`src/rtl/carry_gen_check_if.sv`:
```
`default_nettype none
// ============================================================================
// Module      : carry_gen_check_if
// Description : Stimulus/response vector channel into the carry-generator
//               response checker. The bench side (master) presents one
//               vector per cycle. The checker (slave) accepts it when
//               vec_ready is high.
// Ports       : vec_valid  - a vector is present
//               vec_ready  - checker accepts a vector this cycle
//               vec_last   - final vector of the run
//               cin, a, b  - stimulus applied to the carry generator
//               c, cout    - carries observed from the carry generator
// Revision    : 1.0 - initial release
// ============================================================================
interface carry_gen_check_if #(
  parameter int WIDTH = 4
);
  logic             vec_valid;
  logic             vec_ready;
  logic             vec_last;
  logic             cin;
  logic [WIDTH-1:0] a;
  logic [WIDTH-1:0] b;
  logic [WIDTH-1:0] c;
  logic             cout;

  modport master (
    output vec_valid, vec_last, cin, a, b, c, cout,
    input  vec_ready
  );

  modport slave (
    input  vec_valid, vec_last, cin, a, b, c, cout,
    output vec_ready
  );
endinterface
`default_nettype wire

```
`src/rtl/carry_gen_check.sv`:
```
`default_nettype none
// ============================================================================
// Module      : carry_gen_check
// Description : Clocked response checker for the carry lookahead path.
//               Accepts one vector per cycle and recomputes the golden
//               carries from a stage register. Counts passing and failing
//               vectors and captures the first failing vector of a run.
// Ports       : clk, rst_n      - clock, asynchronous active-low reset
//               start           - begins a run (honoured in IDLE / DONE)
//               vec             - vector channel (slave modport)
//               busy, done      - run in progress / run complete
//               pass            - run complete with no failing vectors
//               vec_count       - vectors checked (saturating)
//               err_count       - failing vectors (saturating)
//               first_err_a/b   - operands of first failing vector
//               first_err_cin   - carry-in of first failing vector
//               first_err_mask  - per-bit mismatch, bit WIDTH = cout
// Revision    : 1.0 - initial release
// ============================================================================
module carry_gen_check #(
  parameter int WIDTH = 4,
  parameter int CNT_W = 16
) (
  input  wire logic             clk,
  input  wire logic             rst_n,
  input  wire logic             start,
  carry_gen_check_if.slave      vec,
  output logic                  busy,
  output logic                  done,
  output logic                  pass,
  output logic [CNT_W-1:0]      vec_count,
  output logic [CNT_W-1:0]      err_count,
  output logic [WIDTH-1:0]      first_err_a,
  output logic [WIDTH-1:0]      first_err_b,
  output logic                  first_err_cin,
  output logic [WIDTH:0]        first_err_mask
);

  typedef enum logic [1:0] {
    S_IDLE  = 2'd0,
    S_RUN   = 2'd1,
    S_DRAIN = 2'd2,
    S_DONE  = 2'd3
  } state_t;

  localparam logic [CNT_W-1:0] C_CNT_MAX = '1;
  localparam logic [CNT_W-1:0] C_CNT_ONE = CNT_W'(1);

  state_t           r_state;

  // Single stage holding the vector accepted on the previous edge.
  logic             r_stg_valid;
  logic [WIDTH-1:0] r_stg_a;
  logic [WIDTH-1:0] r_stg_b;
  logic             r_stg_cin;
  logic [WIDTH-1:0] r_stg_c;
  logic             r_stg_cout;

  logic             w_hs;
  logic             w_clear;
  logic [WIDTH:0]   w_e;
  logic [WIDTH:0]   w_mismatch;

  assign vec.vec_ready = (r_state == S_RUN);
  assign busy          = (r_state == S_RUN) || (r_state == S_DRAIN);
  assign done          = (r_state == S_DONE);
  assign pass          = (r_state == S_DONE) && (err_count == '0);

  assign w_hs    = vec.vec_valid && (r_state == S_RUN);
  assign w_clear = start && ((r_state == S_IDLE) || (r_state == S_DONE));

  // Golden ripple of generate/propagate over the staged operands.
  // Built inside one block so the chain is evaluated in bit order.
  always_comb begin
    w_e    = '0;
    w_e[0] = r_stg_cin;
    for (int i = 0; i < WIDTH; i++) begin
      w_e[i+1] = (r_stg_a[i] & r_stg_b[i]) |
                 ((r_stg_a[i] ^ r_stg_b[i]) & w_e[i]);
    end
  end

  assign w_mismatch = {r_stg_cout, r_stg_c} ^ w_e;

  always_ff @(posedge clk or negedge rst_n) begin
    if (!rst_n) begin
      r_state        <= S_IDLE;
      r_stg_valid    <= 1'b0;
      r_stg_a        <= '0;
      r_stg_b        <= '0;
      r_stg_cin      <= 1'b0;
      r_stg_c        <= '0;
      r_stg_cout     <= 1'b0;
      vec_count      <= '0;
      err_count      <= '0;
      first_err_a    <= '0;
      first_err_b    <= '0;
      first_err_cin  <= 1'b0;
      first_err_mask <= '0;
    end else begin
      r_stg_valid <= w_hs;
      if (w_hs) begin
        r_stg_a    <= vec.a;
        r_stg_b    <= vec.b;
        r_stg_cin  <= vec.cin;
        r_stg_c    <= vec.c;
        r_stg_cout <= vec.cout;
      end

      case (r_state)
        S_IDLE, S_DONE: if (start) r_state <= S_RUN;
        S_RUN:          if (w_hs && vec.vec_last) r_state <= S_DRAIN;
        S_DRAIN:        r_state <= S_DONE;
        default:        r_state <= S_IDLE;
      endcase

      // The stage is never valid in IDLE/DONE, so clearing and scoring
      // cannot both be wanted on the same edge.
      if (w_clear) begin
        vec_count      <= '0;
        err_count      <= '0;
        first_err_a    <= '0;
        first_err_b    <= '0;
        first_err_cin  <= 1'b0;
        first_err_mask <= '0;
      end else if (r_stg_valid) begin
        if (vec_count != C_CNT_MAX) vec_count <= vec_count + C_CNT_ONE;
        if (w_mismatch != '0) begin
          if (err_count != C_CNT_MAX) err_count <= err_count + C_CNT_ONE;
          // A zero error count marks the first failure of the run.
          if (err_count == '0) begin
            first_err_a    <= r_stg_a;
            first_err_b    <= r_stg_b;
            first_err_cin  <= r_stg_cin;
            first_err_mask <= w_mismatch;
          end
        end
      end
    end
  end

endmodule
`default_nettype wire

```
`src/flat_wrapper.sv`:
```
// flat-port wrapper written by rule: the top's interface ports become plain ports
module carry_gen_check_flat 
#(
  parameter int WIDTH = 4,
  parameter int CNT_W = 16
)
  (clk, rst_n, start, busy, done, pass, vec_count, err_count, first_err_a, first_err_b, first_err_cin, first_err_mask, vec_vec_valid, vec_vec_last, vec_cin, vec_a, vec_b, vec_c, vec_cout, vec_vec_ready);
  carry_gen_check_if #(.WIDTH(WIDTH)) vec_i ();
  input  wire logic clk;
  input  wire logic rst_n;
  input  wire logic start;
  output logic busy;
  output logic done;
  output logic pass;
  output logic [CNT_W-1:0] vec_count;
  output logic [CNT_W-1:0] err_count;
  output logic [WIDTH-1:0] first_err_a;
  output logic [WIDTH-1:0] first_err_b;
  output logic first_err_cin;
  output logic [WIDTH:0] first_err_mask;
  input wire logic [$bits(vec_i.vec_valid)-1:0] vec_vec_valid;
  input wire logic [$bits(vec_i.vec_last)-1:0] vec_vec_last;
  input wire logic [$bits(vec_i.cin)-1:0] vec_cin;
  input wire logic [$bits(vec_i.a)-1:0] vec_a;
  input wire logic [$bits(vec_i.b)-1:0] vec_b;
  input wire logic [$bits(vec_i.c)-1:0] vec_c;
  input wire logic [$bits(vec_i.cout)-1:0] vec_cout;
  output wire logic [$bits(vec_i.vec_ready)-1:0] vec_vec_ready;
  assign vec_i.vec_valid = vec_vec_valid;
  assign vec_i.vec_last = vec_vec_last;
  assign vec_i.cin = vec_cin;
  assign vec_i.a = vec_a;
  assign vec_i.b = vec_b;
  assign vec_i.c = vec_c;
  assign vec_i.cout = vec_cout;
  assign vec_vec_ready = vec_i.vec_ready;
  carry_gen_check #(.WIDTH(WIDTH), .CNT_W(CNT_W)) u_core (.clk(clk), .rst_n(rst_n), .start(start), .vec(vec_i), .busy(busy), .done(done), .pass(pass), .vec_count(vec_count), .err_count(err_count), .first_err_a(first_err_a), .first_err_b(first_err_b), .first_err_cin(first_err_cin), .first_err_mask(first_err_mask));
endmodule
```
`config.mk`:
```
export PLATFORM = sky130hd
export DESIGN_NAME = carry_gen_check_flat
export DESIGN_NICKNAME = d
export VERILOG_FILES = /design/src/rtl/carry_gen_check_if.sv /design/src/rtl/carry_gen_check.sv /design/src/flat_wrapper.sv
export SDC_FILE = /design/constraint.sdc
export NUM_CORES = 1
export LEC_CHECK = 0
export CAP_MARGIN = 10
export CORE_MARGIN = 2
export CORE_UTILIZATION = 52
export DETAILED_ROUTE_END_ITERATION = 16
export PLACE_DENSITY_LB_ADDON = 0.08
export SLEW_MARGIN = 10
export SYNTH_ARGS = -nofsm -noshare
export SYNTH_HDL_FRONTEND = slang
export SYNTH_SLANG_ARGS = --single-unit
```
`constraint.sdc`:
```
create_clock -name clk -period 2.7 [get_ports clk]
set_clock_uncertainty 0.1 [all_clocks]
set_input_delay 0.54 -clock clk [delete_from_list [all_inputs] [get_ports clk]]
set_output_delay 0.54 -clock clk [all_outputs]
set_load 0.03 [all_outputs]
```
==> results of run 1 <==
-- how the worst min path moves through the flow --
stage	startpoint	to	slack (ns)	cells past startpoint
after detailed placement	u_core.first_err_mask[2]	u_core.first_err_mask[2]	0.41	2
after CTS	rst_n	u_core.vec_count[11]	0.16	1
after global routing	rst_n	u_core.vec_count[0]	0.20	1
final	rst_n	u_core.vec_count[8]	0.14	1
after global placement	u_core.first_err_mask[2]	u_core.first_err_mask[2]	0.41	2
after floorplan	rst_n	u_core.err_count[0]	0.14	0
-- worst max-delay path: stages (launching register included) --
cell and delay (ns):
dfrtp_1 0.40, ha_1 0.33, a211o_2 0.40, and4_4 0.21, or3_4 0.45, o31ai_4 0.30, buf_12 0.18, o32ai_1 0.08
-- metrics by stage --
step | setup WS [ns] | power, W | instance area (µm²)
2_1_floorplan | 0.282 | 0.00344 | 3610
3_3_place_gp | 0.153 | 0.00427 | 4480
3_5_place_dp | 0.121 | 0.00432 | 4480
4_1_cts | 0.0291 | 0.00505 | 4660
5_1_grt | 0.0331 | 0.00535 | 4650
6_report | 0.117 | 0.00504 | 4650
-- repair_timing --
action / in CTS / in global routing
gates cloned: 0 / 0
hold endpoints to repair: 0 / 0
resized for setup: 1 / 2
endpoints found under the setup margin: 1 / 1
-- layer usage --
layer  up-vias  GRT usage  part of all wire
met3        20     0.0389             0.044
met2       111      0.368              0.49
li1       1482          -                 -
met1      1510      0.319              0.44
met4         0      0.115             0.023
met5         -          0                 0
-- power groups by stage --
stage	clock network [W]	logic (W)	registers, W
floorplan	0	0.00184	0.00160
global placement	0	0.00287	0.00140
detailed placement	0	0.00291	0.00142
CTS	0.000742	0.00291	0.00140
global route	0.000787	0.00313	0.00143
finish	0.000736	0.00290	0.00140
-- final cells by class --
| cell class | instances | area share |
|---|---|---|
| clock buffer | 11 | 0.0304 |
| clock inverter | 5 | 0.00726 |
| tap | 80 | 0.0215 |
| inverter | 29 | 0.0234 |
| sequential | 63 | 0.339 |
| timing repair buffer | 90 | 0.182 |
| multi-input combinational | 243 | 0.396 |
-- placed cells by master (no fill, tap or decap), types with 4 or more instances in the layout --
master,n
a2111oi_0,4
a211oi_1,5
a21oi_1,4
a32oi_1,6
and3_1,6
and4_1,6
buf_4,21
clkbuf_8,10
clkdlybuf4s50_1,66
dfrtp_1,63
ha_1,10
inv_1,29
mux2_2,15
mux2i_1,10
nand2_1,20
nand2b_1,7
nand3_1,12
nand4_1,12
nor2_1,27
o211ai_1,6
o21ai_0,7
o22ai_1,6
o2bb2ai_1,9
o32ai_1,8
or4_1,5
xnor2_1,8
xor2_1,10
-- sequential cells by signal, indices dropped and copies added, names as in the netlist --
name                   flops
u_core.first_err_mask      5
u_core.first_err_cin       1
u_core.r_state             2
u_core.vec_count          16
u_core.first_err_b         4
u_core.r_stg_cin           1
u_core.r_stg_b             4
u_core.first_err_a         4
u_core.r_stg_valid         1
u_core.r_stg_c             4
u_core.r_stg_cout          1
u_core.r_stg_a             4
u_core.err_count          16
-- logic make-up (layout without fill, tap and decap cells) --
kind of cell	after synthesis	after routing	synth area share
xor gates and xnor gates	19	19	0.0482
and+or+nand+nor	114	114	0.174
muxes	25	25	0.0745
adders and majority gates	10	10	0.0347
buffers and inverters	44	135	0.0520
DFF	63	63	0.437
AOI/OAI and AO/OA	75	75	0.180
==> reports/metrics.csv, run 1 <==
metric,value,unit
root_buffer,clkbuf_8,
leakagePower,1.93,nW
dp.cells,505,
cts_buffer_depth,2,
cp_max_fo,12,
vias_per_cell,5.99,
antenna_found_initial,0,
antenna_cells,0,
placementRows,30,
maxCapViolations,0,
place_congestion,0.904,
detail_route.wl_per_cell,16.6,µm
synthArstFlopShare,1.00,
synth_warnings,0,
yosysMostFrequentCell,dfrtp_1,
rsz0062_at_grt,no,
setup_violations,0,
power_frac_seq,0.277,
clock_power_share,0.146,
start_kind,flop,
cp-startpoint,u_core.r_stg_b[0],
worstMarginPinSlew,0.765,ns
post-route-util,0.689,
yosysTopAreaCell,dfrtp_1,
io_buffers,68,
min_period,2.58,ns
die_area,7620,µm²
cts_buffers,9,
grt_pass1_vias,2910,
hp-class,primary input to asynchronous set/reset pin,
syn-cell-area,3610,µm²
cts_setup_buffers,0,
synth-seq-cells,63,
htree_levels,3,
grt_max_degree,32,
finalHoldViolations,0,
worst-r2r-setup-slack,0.12,ns
first_pass_iters,4,
antenna_left,0,
dieWidth,87.3,µm
synth_edf_count,0,
tritoncts,built,
synth_area_leaders,"dfrtp_1 (44%), mux2_2 (4.7%), ha_1 (3.5%)",
routed_wl,8670,µm
power.density,1080,nW/µm²
critPathCapture,u_core.err_count[1],
p_comb_frac,0.577,
synth_top_area_share,0.437,
crit_type,flop to flop,
drc,0,
hold_buffers,0,
core_area,6760,µm²
start_util,0.534,
die_h,87.3,µm
postSynthCellCount,350,
arrival,2.68,ns
drt-initial-drc-count,198,
worstReg2RegEnd,u_core.err_count[1],
grt.overflow.total,0,
nNetsFinal,465,
endpoint_kind,flop,
synth_flop_cell,dfrtp_1,
area_delta_synth_final,29.0,%
crit_required,2.80,ns
synth_cell_types,58,
final_cells,521,
fin_tns_setup,0,ns
maxSlewHeadroom,0.477,
seqCellArea,1580,µm²
syn_area_per_cell,10.3,µm²
switching_power,0.00230,W
sw_frac_of_total,0.456,
drive_gt1_frac,0.152,
synth_nets,379,
rr_startpoint,u_core.r_stg_b[0],
yosys-top-cells-count,"dfrtp_1 (63), inv_1 (29), nor2_1 (27)",
dr_total_vias,3123,
irDropWorstVdd,1050,µV
outcome,finished clean,
fmax,387,MHz
internal_power,0.00274,W
slew_violations,0,
path_clk_slew,0.08,ns
clk_latency,0.34,ns
dp_hpwl,6330,µm
io_pins,69,
fin_crit_sh,0.957,
yosysSeqAreaShare,0.437,
rr_worst_depth,7,
grt_pass1_wl,14000,µm
track_usage,0.236,
timing.hold.ws,0.140,ns
fill_cells,537,
cts_num_sinks,63,
multi_input_area,1840,µm²
(Power assumes the default switching activity.)
==> inputs of run 2 (changes only) <==
Settings changed: ABC_AREA set to 0, CTS_CLUSTER_DIAMETER set to 150.
==> results of run 2 <==
The final DEF is identical to that of run 1; final timing and power are the same.
==> inputs of run 3 (changes only) <==
Settings changed: CORE_UTILIZATION 52 to 41.
==> reports/metrics.csv, run 3 (synthesized netlist as in run 1, its figures left out) <==
metric,value,unit
worst-r2r-setup-slack,0.20,ns
routed_wl,9000,µm
irDropWorstVdd,638,µV
critical_path.top_delay_family,simple AND/OR/NAND/NOR gates,
nNetsFinal,471,
drive_gt1_frac,0.163,
top_regs,"u_core.err_count x16, u_core.vec_count x16, u_core.first_err_mask x5",
multi_input_area,1860,µm²
finalHoldViolations,0,
die_area,9570,µm²
antenna_found_initial,0,
fmax,380,MHz
rr_startpoint,u_core.r_stg_b[0],
power.density,1100,nW/µm²
fin_tns_setup,0,ns
first_pass_iters,4,
final_cell_mix,"clkdlybuf4s50_1 (66), dfrtp_1 (63), inv_1 (29), nor2_1 (27), buf_4 (26)",
cts_buffer_depth,2,
place_congestion,0.830,
dp.cells,537,
grt_pass1_vias,3033,
antenna_cells,0,
worstMarginPinSlew,0.666,ns
area_delta_synth_final,32.0,%
drt-initial-drc-count,209,
seqCellArea,1580,µm²
final_common_cell,clkdlybuf4s50_1,
vias_per_cell,5.63,
dp_hpwl,6510,µm
cts_num_sinks,63,
dr_total_vias,3125,
arrival,1.99,ns
detail_route.wl_per_cell,16.2,µm
cp-startpoint,u_core.err_count[12],
slew_violations,0,
clk_latency,0.34,ns
post-route-util,0.552,
tritoncts,built,
die_h,97.8,µm
final_cells,555,
htree_levels,3,
cts_buffers,9,
grt.overflow.total,0,
maxCapViolations,0,
core_area,8640,µm²
antenna_left,0,
start_util,0.418,
leakagePower,1.97,nW
start_kind,flop,
path_clk_slew,0.07,ns
crit_slowest_cell,or4_1,
design_power_total,0.00525,W
outcome,finished clean,
crit_required,2.06,ns
endpoint_kind,output port,
hold_buffers,0,
hp-class,primary input to asynchronous set/reset pin,
drc,0,
placementRows,34,
grt_max_degree,36,
track_usage,0.193,
dieWidth,97.8,µm
io_pins,69,
rsz0062_at_grt,no,
maxSlewHeadroom,0.545,
grt_pass1_wl,15000,µm
setup_violations,0,
root_buffer,clkbuf_8,
io_buffers,68,
max_stage_delay,0.55,ns
min_period,2.63,ns
cp_cell_sequence,or4_1 > nor2_1 > and4_1 > clkdlybuf4s15_2,
fin_crit_sh,0.973,
crit_type,flop to output port,
path_buf_inv,1,
fill_cells,809,
cp_max_fo,2,
[run 3: cell count changes in the layout (fill, tap and decap cells not counted), sizes merged]
cell / previous run / this run
clkbuf: 12 / 13
clkinvlp: 2 / 1
clkinv: 3 / 2
buf: 23 / 29
clkdlybuf4s15: 0 / 1
[run 3: area by class of cell]
type                    count  area share
multi-input cells         243       0.391
flip-flops and latches     63       0.331
repair buffers             96       0.190
clock buffers              13      0.0334
well taps                 108      0.0284
inverters                  29      0.0228
clock inverters             3     0.00368
[run 3: final timing paths]
path                                            end  depth (start not counted)
max reg2reg                u_core.first_err_mask[0]                          6
max                                            pass                          4
min in group clk              u_core.first_err_a[1]                          2
max in group asynchronous      u_core.vec_count[11]                          3
min reg2reg                   u_core.first_err_a[1]                          2
min                             u_core.err_count[8]                          1
[run 3: routing by layer]
layer,vias to the layer above,GRT usage,share of wire
li1,1497,-,-
met1,1525,0.268,0.46
met2,89,0.303,0.48
met3,14,0.0365,0.050
met4,0,0.0716,0.016
met5,-,0,0
[run 3: through the flow]
stage / hold WS, ns / setup slack (ns) / instance area (µm²)
finish: 0.0900 / 0.0718 / 4760
global route: 0.139 / 0.000611 / 4760
CTS: 0.0978 / 0.0560 / 4730
detailed placement: 0.408 / 0.0628 / 4550
global placement: 0.404 / 0.0542 / 4550
floorplan: 0.144 / 0.282 / 3610
[run 3: what timing repair did]
action / in CTS / in global routing
buffers inserted: 0 / 2
endpoints found under the setup margin: 1 / 8
resized for setup: 3 / 3
pin swaps: 0 / 4
gates cloned: 0 / 0
[run 3: where the power goes]
part | switching (W) | internal [W]
Combinational | 0.00179 | 0.00130
Sequential | 0.000213 | 0.00120
Clock | 0.000367 | 0.000381
